## src/rtl/text_pixel_renderer.sv

```systemverilog
`default_nettype none
// ============================================================================
// Module  : text_pixel_renderer
// Brief   : 80x30 text-mode pixel pipeline (VRAM word -> font ROM -> RGB),
//           fixed 4-cycle latency. Optional blink: define TEXT_BLINK_EN.
// Rev     : 1.0
// ============================================================================
module text_pixel_renderer #(
  parameter int H_CHARS    = 80,
  parameter int V_CHARS    = 30,
  parameter int VRAM_WORDS = 600,
  parameter int BLINK_BIT  = 5
) (
  input  logic        pixel_clk,
  input  logic        reset_ah,
  input  logic [9:0]  drawX,
  input  logic [9:0]  drawY,
  input  logic        vde,
  input  logic        hsync_in,
  input  logic        vsync_in,
  output logic [9:0]  vram_word_select,
  input  logic [31:0] vram_data_out,
  input  logic [31:0] control_reg,
  output logic [10:0] font_addr,
  input  logic [7:0]  font_data,
  output logic [3:0]  red,
  output logic [3:0]  green,
  output logic [3:0]  blue,
  output logic        hsync_out,
  output logic        vsync_out,
  output logic        vde_out
);

  localparam logic [11:0] H_CHARS_W  = 12'(H_CHARS);
  localparam logic [9:0]  X_LIMIT    = 10'(H_CHARS * 8);
  localparam logic [9:0]  Y_LIMIT    = 10'(V_CHARS * 16);
  localparam logic [9:0]  WORD_LIMIT = 10'(VRAM_WORDS);
  localparam logic [2:0]  SYNC_IDLE  = 3'b110; // {hsync, vsync, vde}

  logic [9:0]  word_sel_q, word_sel_d;
  logic [1:0]  byte_sel_q, byte_sel_d;
  logic [3:0]  grow_q, grow_d;
  logic [2:0]  bit1_q, bit1_d, bit2_q, bit2_d, bit3_q, bit3_d;
  logic        vis1_q, vis1_d, vis2_q, vis2_d, vis3_q, vis3_d;
  logic        inv2_q, inv2_d, inv3_q, inv3_d;
  logic [2:0]  sync1_q, sync1_d, sync2_q, sync2_d, sync3_q, sync3_d, sync4_q, sync4_d;
  logic [10:0] font_addr_q, font_addr_d;
  logic [11:0] rgb_q, rgb_d;

  logic [11:0] idx;
  logic        in_range;
  logic [7:0]  vram_byte;
  logic        pix;

`ifdef TEXT_BLINK_EN
  logic        vs_prev_q, vs_prev_d;
  logic [7:0]  frame_q, frame_d;
`endif

  always_comb begin
    // S1: scan position -> cell index; vis doubles as the blank flag (0 = black)
    idx        = 12'(drawY[9:4]) * H_CHARS_W + 12'(drawX[9:3]);
    in_range   = vde && (drawX < X_LIMIT) && (drawY < Y_LIMIT) && (idx[11:2] < WORD_LIMIT);
    word_sel_d = in_range ? idx[11:2] : word_sel_q;
    byte_sel_d = idx[1:0];
    grow_d     = drawY[3:0];
    bit1_d     = drawX[2:0];
    vis1_d     = in_range;
    sync1_d    = {hsync_in, vsync_in, vde};

    // S2: byte 0 is the leftmost cell of the word
    vram_byte   = vram_data_out[{byte_sel_q, 3'b000} +: 8];
    font_addr_d = {vram_byte[6:0], grow_q};
    inv2_d      = vram_byte[7];
    bit2_d      = bit1_q;
    vis2_d      = vis1_q;
    sync2_d     = sync1_q;

    // S3: external ROM registers font_data alongside these
    inv3_d  = inv2_q;
    bit3_d  = bit2_q;
    vis3_d  = vis2_q;
    sync3_d = sync2_q;

    // S4
    pix = font_data[3'd7 - bit3_q] ^ inv3_q;
`ifdef TEXT_BLINK_EN
    vs_prev_d = vsync_in;
    frame_d   = (vs_prev_q && !vsync_in) ? frame_q + 8'd1 : frame_q;
    if (control_reg[0] && frame_q[BLINK_BIT] && inv3_q) begin
      pix = 1'b0;
    end
`endif
    rgb_d   = !vis3_q ? 12'h000 : (pix ? control_reg[24:13] : control_reg[12:1]);
    sync4_d = sync3_q;
  end

  always_ff @(posedge pixel_clk) begin
    if (reset_ah) begin
      word_sel_q  <= '0;
      byte_sel_q  <= '0;
      grow_q      <= '0;
      bit1_q      <= '0;
      bit2_q      <= '0;
      bit3_q      <= '0;
      vis1_q      <= 1'b0;
      vis2_q      <= 1'b0;
      vis3_q      <= 1'b0;
      inv2_q      <= 1'b0;
      inv3_q      <= 1'b0;
      sync1_q     <= SYNC_IDLE;
      sync2_q     <= SYNC_IDLE;
      sync3_q     <= SYNC_IDLE;
      sync4_q     <= SYNC_IDLE;
      font_addr_q <= '0;
      rgb_q       <= '0;
`ifdef TEXT_BLINK_EN
      vs_prev_q   <= 1'b1;
      frame_q     <= '0;
`endif
    end else begin
      word_sel_q  <= word_sel_d;
      byte_sel_q  <= byte_sel_d;
      grow_q      <= grow_d;
      bit1_q      <= bit1_d;
      bit2_q      <= bit2_d;
      bit3_q      <= bit3_d;
      vis1_q      <= vis1_d;
      vis2_q      <= vis2_d;
      vis3_q      <= vis3_d;
      inv2_q      <= inv2_d;
      inv3_q      <= inv3_d;
      sync1_q     <= sync1_d;
      sync2_q     <= sync2_d;
      sync3_q     <= sync3_d;
      sync4_q     <= sync4_d;
      font_addr_q <= font_addr_d;
      rgb_q       <= rgb_d;
`ifdef TEXT_BLINK_EN
      vs_prev_q   <= vs_prev_d;
      frame_q     <= frame_d;
`endif
    end
  end

  assign vram_word_select = word_sel_q;
  assign font_addr        = font_addr_q;
  assign red              = rgb_q[11:8];
  assign green            = rgb_q[7:4];
  assign blue             = rgb_q[3:0];
  assign hsync_out        = sync4_q[2];
  assign vsync_out        = sync4_q[1];
  assign vde_out          = sync4_q[0];

  // Reserved control bits (and the blink bit when blink is compiled out)
  logic unused_cfg;
  assign unused_cfg = ^{control_reg[31:25], control_reg[0], 32'(BLINK_BIT)};

endmodule
`default_nettype wire
```

## config.mk

```make
export PLATFORM = sky130hd
export DESIGN_NAME = text_pixel_renderer
export DESIGN_NICKNAME = d
export VERILOG_FILES = /design/src/rtl/text_pixel_renderer.sv
export SDC_FILE = /design/constraint.sdc
export NUM_CORES = 1
export LEC_CHECK = 0
export ABC_CLOCK_PERIOD_IN_PS = 6710
export BUFFER_PORTS_ARGS = -buffer_cell sky130_fd_sc_hd__buf_2
export CAP_MARGIN = 15
export CORE_AREA = 8 8 84 86
export DETAILED_ROUTE_END_ITERATION = 8
export DIE_AREA = 0 0 92 94
export PLACE_DENSITY_LB_ADDON = 0.15
export REMOVE_ABC_BUFFERS = 1
export SLEW_MARGIN = 40
export SYNTH_ARGS = -nofsm -noshare
export SYNTH_HDL_FRONTEND = slang
export SYNTH_SLANG_ARGS = --single-unit
```

## constraint.sdc

```tcl
create_clock -name pixel_clk -period 6.71 [get_ports pixel_clk]
set_input_delay 2.013 -clock pixel_clk [delete_from_list [all_inputs] [get_ports pixel_clk]]
set_output_delay 2.013 -clock pixel_clk [all_outputs]
set_load 0.05 [all_outputs]
```

Word-level counts from Yosys, hierarchy flattened --
Index checks and enable logic that the tools add are counted. Widths: inputs -> output; s select.
Storage, ports and cells: flip-flop bits (word level) 65, bits in latches 0, memory bits (writable) 0, memory bits (read-only) 0, bits of input ports 97, output and inout bits 36, word-level logic and storage cells 34, memories 0
Operators by class: add/subtract/negate cells 2, multipliers 1, divide/modulo/power cells 0, order comparisons 4, equality and inequality tests 0, shift operators 1, muxes and demuxes 3, bitwise logic cells 2, reductions and logical operators 4
Operators by type and width (number):
- $shiftx 32x6->8 | 1
- $lt 10x10->1 const B | 2
- $add 12x7->12 | 1
- $mux 12 | 1
- $lt 10x9->1 const B | 1
- $mul 6x3->8 const B | 1
- $lt 3x4->1 const B | 1
- $bmux 1 s3 | 1
- $logic_and 1x1->1 | 3
- $sub 3x3->3 const A | 1
- $reduce_or 2->1 | 1
- $mux 1 | 1
- $not 1->1 | 1
- $xor 1x1->1 | 1

Longest topological paths before layout --
Gate-level depths: netlist of run 1.
word-level depth 5, gate-level depth with buffers 10

Least setup slack after synthesis of run 1 --
OpenSTA, ideal clock, no wires.
path type input port to flip-flop, start point input drawY[5], end point register word_sel_q[6] (netlist: vram_word_select[6]), setup time 0.121 ns, arrival time 4.453 ns, data required time 6.589 ns, path slack 2.136 ns, cell stages on the path 10, cells stage by stage ha_1 -> ha_1 -> fa_1 -> nand2_1 -> or3_4 -> nor2b_4 -> xnor2_1 -> o21a_1 -> buf_6 -> mux2_4
On the way: word-level cells in the longest chain between the ends 4
RTL lines:
- start: declaration | line 17 | input logic [9:0] drawY,
- $mul 6x3->8 | line 62 | idx = 12'(drawY[9:4]) * H_CHARS_W + 12'(drawX[9:3]);
- $add 12x7->12 | line 62
- $lt 10x10->1 | line 63 | in_range = vde && (drawX < X_LIMIT) && (drawY < Y_LIMIT) && (idx[11:2] < WORD_LIMIT);
- $logic_and 1x1->1 | line 63
- end signal: assignment | line 122 | word_sel_q <= word_sel_d;
- end: declaration | line 40 | logic [9:0] word_sel_q, word_sel_d;
Parallel ways exist; a longest one is shown, timed or not. A chain may end at the register's enable or synchronous reset.

Worst setup path in the final report of run 1 --
Ends and elaborated chain as after synthesis.

==> tab_implementation.tex, run 1 <==
\begin{tabular}{lr}
\hline
Metric & Value \\
\hline
\multicolumn{2}{l}{\textbf{Floorplanning}} \\
\quad DIE HEIGHT & about 94 µm \\
\quad Starting density of the core & 0.468 \\
\quad Top Ports & between 100 and 150 \\
\quad Area of the die & $\sim$8600 µm² \\
\quad Core Area & about 5700 µm² \\
\quad Number of rows in the core area & 28 \\
\quad Die extent in x & 92 µm \\
\multicolumn{2}{l}{\textbf{Logic synthesis}} \\
\quad Syn\_area\_per\_cell & approximately 11 µm² \\
\quad Leading cell types by total area after synthesis & sky130\_fd\_sc\_hd\_\_dfxtp\_1 48\%, sky130\_fd\_sc\_hd\_\_mux4\_2 8.4\%, sky130\_fd\_sc\_hd\_\_mux2i\_1 7.8\%, sky130\_fd\_sc\_hd\_\_nor2b\_1 6.8\%, sky130\_fd\_sc\_hd\_\_ha\_1 5.1\% \\
\quad Area fraction in and, or, nand and nor cells after synthesis & 0.184 \\
\quad Share of synthesized cell area in full adder, half adder and majority cells & 0.0661 \\
\quad Gate Count Post-Synth & approximately 240 \\
\quad Register area share after synthesis & 0.484 \\
\quad Synth warn & 0 \\
\quad Async SR Flop Fraction & 0 \\
\quad Complex-gate fraction of the synthesized area & 0.0377 \\
\quad Main combinational cell family by area after synthesis & simple AND/OR/NAND/NOR gates \\
\quad Most used flip-flop cell after synthesis & sky130\_fd\_sc\_hd\_\_dfxtp\_1 \\
\quad Post-synthesis cell type with the largest combined area & sky130\_fd\_sc\_hd\_\_dfxtp\_1 \\
\quad Number of enable flip-flop cells after synthesis & 0 \\
\quad Number of different library cells in the post-synthesis netlist & 34 \\
\quad Xor and xnor fraction of the mapped netlist area & 0.0358 \\
\quad List of most frequent post-synthesis cells & 65 x sky130\_fd\_sc\_hd\_\_dfxtp\_1, 29 x sky130\_fd\_sc\_hd\_\_nor2b\_1, 21 x sky130\_fd\_sc\_hd\_\_mux2i\_1 \\
\quad Share of synthesized area spent on multiplexers & 0.172 \\
\quad Post-synthesis instance area & 2690 µm² \\
\quad Fraction of post-synthesis cell area in the top cell type by area & 0.484 \\
\quad Most frequent cell after synthesis & sky130\_fd\_sc\_hd\_\_dfxtp\_1 \\
\quad Number of synthesized register bits & 65 \\
\multicolumn{2}{l}{\textbf{Timing}} \\
\quad Final min period & approximately 4.7 ns \\
\quad Unrepaired setup endpoints after global routing & no \\
\quad Largest clock skew in the final design & $\sim$0.0039 ns \\
\quad Maximum clock frequency & roughly 0.21 GHz \\
\quad Pin slew with the least headroom to its limit & between 0.6 and 0.7 ns \\
\quad Max Transition Viols Final & 0 \\
\quad Relative slew slack & 0.587 \\
\quad Count of endpoints failing setup in the final report & 0 \\
\quad Post-route setup TNS & 0 ns \\
\quad Final hold viol count & 0 \\
\quad Setup ws final & slightly below 2 ns \\
\quad Post-route fraction of the period consumed by the critical path & 0.706 \\
\multicolumn{2}{l}{\textbf{Route}} \\
\quad Count of vias placed by the detailed router & roughly 2000 \\
\quad Via/cell ratio & roughly 4.6 \\
\quad Initial DRT Pass Iterations & 4 \\
\quad DRC violation count after routing & 0 \\
\quad Number of nets with antenna violations after detailed routing & 0 \\
\quad Wirelength per Cell & about 13 µm \\
\quad Count of routing violations after the opening detailed-route iteration & between 40 and 50 \\
\quad Post-Route WL & between 5000 and 6000 µm \\
\multicolumn{2}{l}{\textbf{Pwr}} \\
\quad Leakage power figure & around 0.0017 µW \\
\quad VDD IR max & 0.000111 V \\
\quad P per Cell Area & 253 nW/µm² \\
\multicolumn{2}{l}{\textbf{Finish}} \\
\quad Final Non-Filler Cells & roughly 450 \\
\quad Area overhead of the layout relative to synthesis & 32.3\% \\
\quad Final core utilization & 0.619 \\
\quad Filler cells & between 500 and 600 \\
\quad Area used by sequential logic in the layout & approximately 1300 µm² \\
\quad Diode count & 0 \\
\quad Share of layout cells above drive strength 1 & 0.449 \\
\quad Final-stage net count & 476 \\
\quad Summed area of non-filler cells in the final layout & $\sim$3600 µm² \\
\quad Footprint of the multi-input gates & approximately 1300 µm² \\
\multicolumn{2}{l}{\textbf{Global route}} \\
\quad Pin count of the biggest net entering global routing & 40 \\
\quad Antenna violations before repair & 0 \\
\quad Overflow after GRT & 0 \\
\quad Global Route Usage Sum & 0.138 \\
\quad First-pass GRT wire length & around 9400 µm \\
\quad Via count of the first global-routing pass & 2055 \\
\multicolumn{2}{l}{\textbf{Clock tree}} \\
\quad Clock-pin transition on the worst setup and hold timing paths & 0.06 ns \\
\quad Maximum buffer depth of the clock tree & 2 \\
\quad Clock Latency Late Sink & 0.32 ns \\
\quad Number of buffers inserted for hold repair after clock tree synthesis & 0 \\
\quad Inserted Clock Buffers & 9 \\
\quad \# Post-CTS Setup Buffers & 0 \\
\quad Level count of the clock H-tree & 3 \\
\quad Clock tree from TritonCTS & done \\
\quad Clock net sink count & 65 \\
\quad Post\_cts resized & 0 \\
\quad Buffer type at the clock tree root & sky130\_fd\_sc\_hd\_\_clkbuf\_8 \\
\multicolumn{2}{l}{\textbf{Placement}} \\
\quad Gpl congestion & about 0.72 \\
\quad Placed inst area & 3360 µm² \\
\quad Post-detail-place hpwl & between 4000 and 5000 µm \\
\quad Count of placed standard cells including taps & 430 \\
\quad Post-placement worst setup slack & around 1.6 ns \\
\quad Port Buf Inserts & approximately 120 \\
\multicolumn{2}{l}{\textbf{Worst setup path}} \\
\quad CP dominant cell by count & sky130\_fd\_sc\_hd\_\_ha\_1 \\
\quad Worst Setup End Kind & flop \\
\quad Cell class contributing the biggest share of worst-path delay & adder cells \\
\quad Slowest-stage cell, CP & sky130\_fd\_sc\_hd\_\_fa\_1 \\
\quad Slowest Stage Delay on Critical Path & 0.60 ns \\
\quad Crit path cell chain & buf\_2 > ha\_1 > ha\_1 > fa\_1 > nand2\_1 > or3\_4 > nor2b\_4 > xnor2\_1 > o21a\_1 > mux2\_4 \\
\quad Required arrival time at the worst endpoint & about 6.9 ns \\
\quad Highest net fanout along the worst path & 9 \\
\quad Critical path class & in -> reg \\
\quad Arrival time at the worst endpoint & roughly 5.0 ns \\
\quad CP bufs+invs & 1 \\
\quad CP Launch Type & primary input \\
\multicolumn{2}{l}{\textbf{Job}} \\
\quad Count of max-cap constraint violations & 0 \\
\multicolumn{2}{l}{\textbf{Status}} \\
\quad Status & finished clean \\
\multicolumn{2}{l}{\textbf{Worst hold path}} \\
\quad Hold Path Class & reg -> reg \\
\hline
\end{tabular}
## metrics by stage
| stage | total power [µW] | hold slack, ns |
|---|---|---|
| after floorplan | 537 | 0.389 |
| after global placement | 586 | 0.392 |
| after detailed placement | 590 | 0.393 |
| after CTS | 913 | 0.404 |
| after global routing | 949 | 0.420 |
| final | 901 | 0.404 |
## flip-flops by register name, summed over array words and instances (netlist names)
register and flops:
bit1_q 3, sync2_q 3, vis2_q 1, vram_word_select 10
bit3_q 3, grow_q 4, rgb_q 12, inv3_q 1
inv2_q 1, font_addr 11, sync4_q 3, sync3_q 3
byte_sel_q 2, vis1_q 1, sync1_q 3, vis3_q 1
bit2_q 3
## final cells by class
| type | instances | area share |
|---|---|---|
| well taps | 75 | 0.0264 |
| repair buffers | 125 | 0.177 |
| inverters | 1 | 0.00106 |
| clock inverters | 3 | 0.0113 |
| flip-flops and latches | 65 | 0.366 |
| clock buffers | 12 | 0.0436 |
| multi-input cells | 164 | 0.375 |
## placed cells by master (no fill, tap or decap), drive strengths merged, types with 8 or more instances in the layout
master	n
and2	10
buf	125
clkbuf	12
dfxtp	65
ha	11
mux2i	21
mux4	10
nand2	19
nor2	15
nor2b	30
or2	8
xnor2	8
## worst reg2reg max path, cell delays in order, from the launching register on
cell,delay [ns]
sky130_fd_sc_hd__dfxtp_1,0.37
sky130_fd_sc_hd__mux4_2,0.50
sky130_fd_sc_hd__mux2i_1,0.20
sky130_fd_sc_hd__xnor2_1,0.14
sky130_fd_sc_hd__buf_4,0.25
sky130_fd_sc_hd__mux2i_1,0.24
sky130_fd_sc_hd__nor2_1,0.05
## path summary, 6_finish.rpt
path,startpoint,to,slack [ns],cells after the start
min,sync2_q[2],sync3_q[2],0.40,1
max,drawY[5],vram_word_select[6],1.97,10
max reg2reg,bit3_q[0],rgb_q[2],4.83,6
min reg2reg,sync2_q[2],sync3_q[2],0.40,1
## power by group
part	total, µW	switching, µW	internal (µW)
logic	171	91.3	79.2
registers	408	6.46	402
clock network	322	133	189
## logic make-up (layout without fill, tap and decap cells)
| kind of cell | after synthesis | count (layout) |
|---|---|---|
| mux | 33 | 33 |
| xor+xnor | 11 | 11 |
| fa+ha+maj | 13 | 13 |
| flops | 65 | 65 |
| compound gates | 16 | 16 |
| buf+inv | 12 | 141 |
| simple gates | 91 | 91 |
## layer usage
| metal | track usage | routed length [µm] | vias to the layer above | part of all wire |
|---|---|---|---|---|
| met1 | 0.136 | 2220 | 929 | 0.39 |
| met2 | 0.246 | 3040 | 64 | 0.53 |
| met4 | 0.0805 | 93 | 0 | 0.016 |
| met5 | 0 | 0 | - | 0 |
| li1 | - | - | 1062 | - |
| met3 | 0.0512 | 397 | 6 | 0.069 |
Note: power is estimated with default switching activity, not from simulation.
==> run 2: changes to the inputs <==
--- a/config.mk
+++ b/config.mk
@@ -5,12 +5,12 @@
 export SDC_FILE = /design/constraint.sdc
 export NUM_CORES = 1
 export LEC_CHECK = 0
-export ABC_CLOCK_PERIOD_IN_PS = 6710
+export ABC_CLOCK_PERIOD_IN_PS = 4350
 export BUFFER_PORTS_ARGS = -buffer_cell sky130_fd_sc_hd__buf_2
 export CAP_MARGIN = 15
-export CORE_AREA = 8 8 84 86
+export CORE_AREA = 8 8 90 92
 export DETAILED_ROUTE_END_ITERATION = 8
-export DIE_AREA = 0 0 92 94
+export DIE_AREA = 0 0 98 100
 export PLACE_DENSITY_LB_ADDON = 0.15
 export REMOVE_ABC_BUFFERS = 1
 export SLEW_MARGIN = 40
==> constraint.sdc (replaced) <==
create_clock -name pixel_clk -period 4.35 [get_ports pixel_clk]
set_input_delay 1.305 -clock pixel_clk [delete_from_list [all_inputs] [get_ports pixel_clk]]
set_output_delay 1.305 -clock pixel_clk [all_outputs]
set_load 0.05 [all_outputs]
==> tab_implementation.tex, run 2 (synthesis results as in run 1) <==
\begin{tabular}{lr}
\hline
Metric & Value \\
\hline
\multicolumn{2}{l}{\textbf{Status}} \\
\quad Status & finished clean (unchanged) \\
\multicolumn{2}{l}{\textbf{Clock tree}} \\
\quad Clock net sink count & 65 (unchanged) \\
\quad Level count of the clock H-tree & 3 (unchanged) \\
\quad Buffer type at the clock tree root & sky130\_fd\_sc\_hd\_\_clkbuf\_8 (unchanged) \\
\quad Clock-pin transition on the worst setup and hold timing paths & 0.07 ns (was 0.06 ns) \\
\quad Maximum buffer depth of the clock tree & 2 (unchanged) \\
\quad Inserted Clock Buffers & 9 (unchanged) \\
\quad Post\_cts resized & 0 (unchanged) \\
\quad Number of buffers inserted for hold repair after clock tree synthesis & 0 (unchanged) \\
\quad \# Post-CTS Setup Buffers & 0 (unchanged) \\
\quad Clock Latency Late Sink & 0.33 ns (was 0.32 ns) \\
\quad Clock tree from TritonCTS & done (unchanged) \\
\multicolumn{2}{l}{\textbf{Route}} \\
\quad Wirelength per Cell & 13.1 µm (was 12.9 µm) \\
\quad Via/cell ratio & 4.58 (was 4.63) \\
\quad Number of nets with antenna violations after detailed routing & 0 (unchanged) \\
\quad Post-Route WL & 5970 µm (was 5740 µm) \\
\quad Count of routing violations after the opening detailed-route iteration & 30 (was 46) \\
\quad Initial DRT Pass Iterations & 3 (was 4) \\
\quad DRC violation count after routing & 0 (unchanged) \\
\quad Count of vias placed by the detailed router & 2079 (was 2061) \\
\multicolumn{2}{l}{\textbf{Pwr}} \\
\quad VDD IR max & 0.000197 V (was 0.000111 V) \\
\quad Cell internal pwr & 1200 µW (was 670 µW) \\
\quad Seq pwr share & 0.397 (was 0.453) \\
\quad Share of power burned in combinational logic & 0.169 (was 0.189) \\
\quad Power Total & 1580 µW (was 901 µW) \\
\quad Switching Fraction & 0.241 (was 0.256) \\
\quad Clock Power Share & 0.433 (was 0.357) \\
\quad Leakage power figure & 0.00175 µW (was 0.00170 µW) \\
\quad Switching power summed over all nets & 381 µW (was 231 µW) \\
\quad P per Cell Area & 432 nW/µm² (was 253 nW/µm²) \\
\multicolumn{2}{l}{\textbf{Timing}} \\
\quad Largest clock skew in the final design & 0.00599 ns (was 0.00390 ns) \\
\quad Unrepaired setup endpoints after global routing & no (unchanged) \\
\quad Post-route fraction of the period consumed by the critical path & 0.870 \\
\quad Relative slew slack & 0.573 (was 0.587) \\
\quad Pin slew with the least headroom to its limit & 0.640 ns (was 0.620 ns) \\
\quad Final hold viol count & 0 (unchanged) \\
\quad Post-route setup TNS & 0 ns (unchanged) \\
\quad Count of endpoints failing setup in the final report & 0 (unchanged) \\
\quad Final min period & around 3.8 ns \\
\quad Maximum clock frequency & around 0.26 GHz \\
\quad Max Transition Viols Final & 0 (unchanged) \\
\multicolumn{2}{l}{\textbf{Worst hold path}} \\
\quad Depth of the worst hold-timing path & 1 (unchanged) \\
\quad Start point of the worst hold path & sync1\_q[1] (was sync2\_q[2]) \\
\quad Hold EP & sync2\_q[1] (was sync3\_q[2]) \\
\quad Hold Path Class & reg -> reg (unchanged) \\
\multicolumn{2}{l}{\textbf{Finish}} \\
\quad Commonest cells after routing, fill and taps aside & 124 x sky130\_fd\_sc\_hd\_\_buf\_2, 65 x sky130\_fd\_sc\_hd\_\_dfxtp\_1, 29 x sky130\_fd\_sc\_hd\_\_nor2b\_1 (unchanged) \\
\quad Diode count & 0 (unchanged) \\
\quad Register name with the most flops & rgb\_q (unchanged) \\
\quad Final Non-Filler Cells & 454 (was 445) \\
\quad Flip-flop count of the largest register, all copies and words added & 12 (unchanged) \\
\quad Summed area of non-filler cells in the final layout & 3660 µm² (was 3550 µm²) \\
\quad Area overhead of the layout relative to synthesis & 36.3\% (was 32.3\%) \\
\quad Final-stage net count & 479 (was 476) \\
\quad Share of layout cells above drive strength 1 & 0.457 (was 0.449) \\
\quad Commonest non-fill, non-tap cell in the layout & sky130\_fd\_sc\_hd\_\_buf\_2 (unchanged) \\
\multicolumn{2}{l}{\textbf{Floorplanning}} \\
\quad Top Ports & 133 (unchanged) \\
\quad Area of the die & 9800 µm² (was 8650 µm²) \\
\quad DIE HEIGHT & 100 µm (was 94 µm) \\
\quad Die extent in x & 98 µm (was 92 µm) \\
\quad Number of rows in the core area & 30 (was 28) \\
\quad Core Area & 6640 µm² (was 5750 µm²) \\
\quad Starting density of the core & 0.405 (was 0.468) \\
\multicolumn{2}{l}{\textbf{Placement}} \\
\quad Port Buf Inserts & 124 (unchanged) \\
\quad Count of placed standard cells including taps & 438 (was 430) \\
\quad Post-detail-place hpwl & 4770 µm (was 4620 µm) \\
\quad Gpl congestion & 0.727 (was 0.721) \\
\quad Placed inst area & 3390 µm² (was 3360 µm²) \\
\multicolumn{2}{l}{\textbf{Worst setup path}} \\
\quad Crit path cell chain & buf\_2 > ha\_1 > ha\_1 > fa\_1 > nand2\_1 > or3\_4 > a311oi\_1 > o21a\_1 > buf\_4 > mux2i\_1 (was buf\_2 > ha\_1 > ha\_1 > fa\_1 > nand2\_1 > or3\_4 > nor2b\_4 > xnor2\_1 > o21a\_1 > mux2\_4) \\
\quad Crit Reg-Reg Startpoint & bit3\_q[0] (unchanged) \\
\quad Path depth of the worst reg2reg path & 6 (unchanged) \\
\quad Critical path class & in -> reg (unchanged) \\
\quad Slowest-stage cell, CP & sky130\_fd\_sc\_hd\_\_fa\_1 (unchanged) \\
\quad CP bufs+invs & 2 (was 1) \\
\quad Highest net fanout along the worst path & 5 (was 9) \\
\quad Worst R2R Setup Slack & 2.46 ns (was 4.83 ns) \\
\quad CP Launch Type & primary input (unchanged) \\
\quad Arrival time at the worst endpoint & 4.04 ns (was 4.95 ns) \\
\quad CP dominant cell by count & sky130\_fd\_sc\_hd\_\_ha\_1 (unchanged) \\
\quad Worst Setup End Kind & flop (unchanged) \\
\quad Capture point of the worst reg-to-reg path & rgb\_q[1] (was rgb\_q[2]) \\
\quad Slowest Stage Delay on Critical Path & 0.60 ns (about the same) \\
\quad Cell class contributing the biggest share of worst-path delay & adder cells (unchanged) \\
\quad Required arrival time at the worst endpoint & 4.60 ns (was 6.92 ns) \\
\multicolumn{2}{l}{\textbf{Global route}} \\
\quad Overflow after GRT & 0 (unchanged) \\
\quad Antenna violations before repair & 0 (unchanged) \\
\quad Via count of the first global-routing pass & 2180 (was 2055) \\
\quad First-pass GRT wire length & 9920 µm (was 9360 µm) \\
\quad Pin count of the biggest net entering global routing & 40 (unchanged) \\
\quad Global Route Usage Sum & 0.125 (was 0.138) \\
\multicolumn{2}{l}{\textbf{Job}} \\
\quad Count of max-cap constraint violations & 0 (unchanged) \\
\hline
\end{tabular}
-- run 2: worst reg2reg max path: stages (launching register included) --
cell and delay [ns]:
sky130_fd_sc_hd__dfxtp_1 0.38, sky130_fd_sc_hd__mux4_2 0.51, sky130_fd_sc_hd__mux2i_1 0.20, sky130_fd_sc_hd__xnor2_1 0.15
sky130_fd_sc_hd__buf_4 0.26, sky130_fd_sc_hd__mux2i_1 0.24, sky130_fd_sc_hd__nor2_1 0.06
-- run 2: power groups by stage --
stage	sequential, µW	combinational [µW]	clock (µW)
after global routing	632	297	731
final	629	268	686
after CTS	629	272	704
after detailed placement	643	270	0
after floorplan	689	139	0
after global placement	643	267	0
-- run 2: cell type report --
type / instances / area (µm²)
Clock buffer: 10 / 138
Tap cell: 80 / 100
Sequential cell: 65 / 1300
Inverter: 1 / 3.75
Clock inverter: 6 / 138
Multi-Input combinational cell: 164 / 1330
Timing Repair Buffer: 128 / 651
Fill cell: 629 / 2980
-- run 2: per-layer routing --
metal,routed length [µm],global-route usage,share of wire,up-vias
met5,0,0,0,-
met1,2350,0.122,0.39,940
li1,-,-,-,1068
met4,124,0.0624,0.021,0
met3,426,0.0464,0.071,11
met2,3060,0.229,0.51,60
-- run 2: worst max-delay path by stage --
| stage | from | endpoint | slack, ns | cells past startpoint |
|---|---|---|---|---|
| 5_1_grt | drawY[5] | vram_word_select[0] | 0.39 | 11 |
| 6_report | drawY[5] | vram_word_select[0] | 0.57 | 10 |
| 3_3_place_gp | drawY[5] | vram_word_select[6] | 0.29 | 9 |
| 2_1_floorplan | drawY[5] | vram_word_select[6] | 0.36 | 9 |
| 3_5_place_dp | drawY[5] | vram_word_select[0] | 0.24 | 10 |
| 4_1_cts | drawY[5] | vram_word_select[0] | 0.58 | 10 |
-- run 2: per-stage QoR --
stage	worst slack (ns)	hold slack [ns]	util
2_1_floorplan	0.355	0.389	-
3_3_place_gp	0.290	0.391	0.510
3_5_place_dp	0.241	0.394	0.510
4_1_cts	0.576	0.407	0.551
5_1_grt	0.395	0.426	0.551
6_report	0.566	0.409	0.551
==> run 3: changes to the inputs <==
--- a/config.mk
+++ b/config.mk
@@ -5,12 +5,12 @@
 export SDC_FILE = /design/constraint.sdc
 export NUM_CORES = 1
 export LEC_CHECK = 0
-export ABC_CLOCK_PERIOD_IN_PS = 4350
+export ABC_CLOCK_PERIOD_IN_PS = 3500
 export BUFFER_PORTS_ARGS = -buffer_cell sky130_fd_sc_hd__buf_2
 export CAP_MARGIN = 15
-export CORE_AREA = 8 8 90 92
+export CORE_AREA = 8 8 87 89
 export DETAILED_ROUTE_END_ITERATION = 8
-export DIE_AREA = 0 0 98 100
+export DIE_AREA = 0 0 95 97
 export PLACE_DENSITY_LB_ADDON = 0.15
 export REMOVE_ABC_BUFFERS = 1
 export SLEW_MARGIN = 40
==> constraint.sdc (replaced) <==
create_clock -name pixel_clk -period 3.5 [get_ports pixel_clk]
set_input_delay 1.05 -clock pixel_clk [delete_from_list [all_inputs] [get_ports pixel_clk]]
set_output_delay 1.05 -clock pixel_clk [all_outputs]
set_load 0.05 [all_outputs]
==> tab_implementation.tex, run 3 (synthesis results as in run 1) <==
\begin{tabular}{lr}
\hline
Metric & Value \\
\hline
\multicolumn{2}{l}{\textbf{Floorplanning}} \\
\quad DIE HEIGHT & 97 µm (was 100 µm) \\
\quad Number of rows in the core area & 29 (was 30) \\
\quad Area of the die & 9220 µm² (was 9800 µm²) \\
\quad Die extent in x & 95 µm (was 98 µm) \\
\quad Core Area & 6200 µm² (was 6640 µm²) \\
\quad Top Ports & 133 (unchanged) \\
\quad Starting density of the core & 0.433 (was 0.405) \\
\multicolumn{2}{l}{\textbf{Route}} \\
\quad Via/cell ratio & 4.58 (about the same) \\
\quad Count of routing violations after the opening detailed-route iteration & 51 (was 30) \\
\quad Count of vias placed by the detailed router & 2109 (was 2079) \\
\quad DRC violation count after routing & 0 (unchanged) \\
\quad Post-Route WL & 6200 µm (was 5970 µm) \\
\quad Initial DRT Pass Iterations & 4 (was 3) \\
\quad Wirelength per Cell & 13.5 µm (was 13.1 µm) \\
\quad Number of nets with antenna violations after detailed routing & 0 (unchanged) \\
\multicolumn{2}{l}{\textbf{Finish}} \\
\quad Area overhead of the layout relative to synthesis & 36.5\% (was 36.3\%) \\
\quad Filler cells & 557 (was 629) \\
\quad Summed area of non-filler cells in the final layout & 3670 µm² (was 3660 µm²) \\
\quad Register name with the most flops & rgb\_q (unchanged) \\
\quad Final-stage net count & 488 (was 479) \\
\quad Diode count & 0 (unchanged) \\
\quad Commonest cells after routing, fill and taps aside & 124 x sky130\_fd\_sc\_hd\_\_buf\_2, 65 x sky130\_fd\_sc\_hd\_\_dfxtp\_1, 29 x sky130\_fd\_sc\_hd\_\_nor2b\_1 (unchanged) \\
\quad Final Non-Filler Cells & 460 (was 454) \\
\quad Commonest non-fill, non-tap cell in the layout & sky130\_fd\_sc\_hd\_\_buf\_2 (unchanged) \\
\quad Share of layout cells above drive strength 1 & 0.478 (was 0.457) \\
\quad Flip-flop count of the largest register, all copies and words added & 12 (unchanged) \\
\multicolumn{2}{l}{\textbf{Worst setup path}} \\
\quad Required arrival time at the worst endpoint & 3.75 ns (was 4.60 ns) \\
\quad Path depth of the worst reg2reg path & 6 (unchanged) \\
\quad Capture point of the worst reg-to-reg path & rgb\_q[6] (was rgb\_q[1]) \\
\quad CP Launch Type & primary input (unchanged) \\
\quad Worst R2R Setup Slack & 1.64 ns (was 2.46 ns) \\
\quad Crit Reg-Reg Startpoint & bit3\_q[0] (unchanged) \\
\quad Slowest-stage cell, CP & sky130\_fd\_sc\_hd\_\_fa\_1 (unchanged) \\
\quad Critical path class & in -> reg (unchanged) \\
\quad Crit path cell chain & buf\_2 > ha\_1 > ha\_1 > fa\_1 > xnor2\_2 > or3\_4 > nor2b\_4 > xnor2\_2 > o21a\_1 > buf\_4 > mux2i\_1 (was buf\_2 > ha\_1 > ha\_1 > fa\_1 > nand2\_1 > or3\_4 > a311oi\_1 > o21a\_1 > buf\_4 > mux2i\_1) \\
\quad Slowest Stage Delay on Critical Path & 0.43 ns (was 0.60 ns) \\
\quad Highest net fanout along the worst path & 8 (was 5) \\
\quad Arrival time at the worst endpoint & 3.59 ns (was 4.04 ns) \\
\quad Worst Setup End Kind & flop (unchanged) \\
\multicolumn{2}{l}{\textbf{Placement}} \\
\quad Gpl congestion & 0.747 (was 0.727) \\
\quad Placed inst area & 3450 µm² (was 3390 µm²) \\
\quad Port Buf Inserts & 124 (unchanged) \\
\quad Post-placement worst setup slack & -0.222 ns (was 0.241 ns) \\
\quad Post-detail-place hpwl & 4950 µm (was 4770 µm) \\
\quad Count of placed standard cells including taps & 444 (was 438) \\
\multicolumn{2}{l}{\textbf{Worst hold path}} \\
\quad Depth of the worst hold-timing path & 1 (unchanged) \\
\quad Hold EP & sync2\_q[1] (unchanged) \\
\quad Start point of the worst hold path & sync1\_q[1] (unchanged) \\
\quad Hold Path Class & reg -> reg (unchanged) \\
\multicolumn{2}{l}{\textbf{Clock tree}} \\
\quad Clock Latency Late Sink & 0.33 ns (about the same) \\
\quad Clock net sink count & 65 (unchanged) \\
\quad Clock tree from TritonCTS & done (unchanged) \\
\quad Inserted Clock Buffers & 9 (unchanged) \\
\quad Maximum buffer depth of the clock tree & 2 (unchanged) \\
\quad Clock-pin transition on the worst setup and hold timing paths & 0.07 ns (about the same) \\
\quad Buffer type at the clock tree root & sky130\_fd\_sc\_hd\_\_clkbuf\_8 (unchanged) \\
\quad Number of buffers inserted for hold repair after clock tree synthesis & 0 (unchanged) \\
\quad Level count of the clock H-tree & 3 (unchanged) \\
\multicolumn{2}{l}{\textbf{Status}} \\
\quad Status & finished clean (unchanged) \\
\multicolumn{2}{l}{\textbf{Pwr}} \\
\quad VDD IR max & 0.000253 V (was 0.000197 V) \\
\quad Leakage power figure & 0.00176 µW (was 0.00175 µW) \\
\quad P per Cell Area & 481 nW/µm² (was 432 nW/µm²) \\
\multicolumn{2}{l}{\textbf{Timing}} \\
\quad Final min period & about 3.3 ns \\
\quad Max Transition Viols Final & 0 (unchanged) \\
\quad Pin slew with the least headroom to its limit & 0.641 ns (was 0.640 ns) \\
\quad Unrepaired setup endpoints after global routing & no (unchanged) \\
\quad Relative slew slack & 0.572 (was 0.573) \\
\quad Largest clock skew in the final design & 0.00435 ns (was 0.00599 ns) \\
\quad Setup ws final & 0.159 ns (was 0.566 ns) \\
\quad Final hold viol count & 0 (unchanged) \\
\quad Count of endpoints failing setup in the final report & 0 (unchanged) \\
\quad Post-route fraction of the period consumed by the critical path & 0.955 \\
\quad Maximum clock frequency & approximately 0.3 GHz \\
\multicolumn{2}{l}{\textbf{Global route}} \\
\quad Overflow after GRT & 0 (unchanged) \\
\quad Pin count of the biggest net entering global routing & 39 (was 40) \\
\quad First-pass GRT wire length & 10100 µm (was 9920 µm) \\
\quad Via count of the first global-routing pass & 2195 (was 2180) \\
\quad Global Route Usage Sum & 0.137 (was 0.125) \\
\quad Antenna violations before repair & 0 (unchanged) \\
\multicolumn{2}{l}{\textbf{Job}} \\
\quad Count of max-cap constraint violations & 0 (unchanged) \\
\hline
\end{tabular}
-- run 3: metrics by stage --
stage / total power, µW / hold WS [ns] / setup TNS, ns / util
3_5_place_dp: 1160 / 0.392 / -1.85 / 0.556
2_1_floorplan: 1030 / 0.389 / -0.785 / -
4_1_cts: 1780 / 0.401 / 0 / 0.588
5_1_grt: 1850 / 0.410 / 0 / 0.591
6_report: 1760 / 0.405 / 0 / 0.591
3_3_place_gp: 1150 / 0.391 / -1.55 / 0.556
-- run 3: what timing repair did --
item | 4_1_cts | 5_1_grt
endpoints found under the setup margin | 0 | 7
buffers inserted | 0 | 0
gates resized for setup | 0 | 3
-- run 3: worst max-delay path by stage --
stage	end	slack (ns)	from
2_1_floorplan	vram_word_select[6]	-0.24	drawY[5]
3_3_place_gp	vram_word_select[2]	-0.17	drawY[5]
3_5_place_dp	vram_word_select[5]	-0.22	drawY[5]
4_1_cts	vram_word_select[5]	0.12	drawY[5]
5_1_grt	vram_word_select[5]	0.005	drawY[5]
6_report	vram_word_select[5]	0.16	drawY[5]
-- run 3: final cells by class --
type	instances	area [µm²]	share of cell area
multi-input combinational	164	1350	0.369
sequential	65	1300	0.355
timing repair buffer	137	718	0.196
clock buffer	9	124	0.0338
tap	77	96.3	0.0263
clock inverter	7	70.1	0.0191
inverter	1	3.75	0.00102
-- run 3: report_power, final --
| part | internal (µW) | switching (µW) | leakage, µW |
|---|---|---|---|
| Sequential | 770 | 11.7 | 0.000532 |
| Clock | 328 | 286 | 0.0000994 |
| Combinational | 177 | 189 | 0.00113 |
| Total | 1280 | 487 | 0.00176 |
-- run 3: metal layers --
| metal | vias to the layer above | wire [µm] | global-route usage |
|---|---|---|---|
| li1 | 1090 | - | - |
| met1 | 947 | 2350 | 0.140 |
| met2 | 63 | 3210 | 0.246 |
| met3 | 9 | 565 | 0.0440 |
| met4 | 0 | 76 | 0.0577 |
| met5 | - | 0 | 0 |
-- run 3: critical path, delay by kind of cell --
family,cells,cell delay (ns)
adder cells (fa/ha/maj),3,0.94
AO/OA/AOI/OAI,1,0.21
buffers and inverters,2,0.31
AND/OR/NAND/NOR,2,0.55
XOR/XNOR,2,0.31
multiplexers,1,0.21
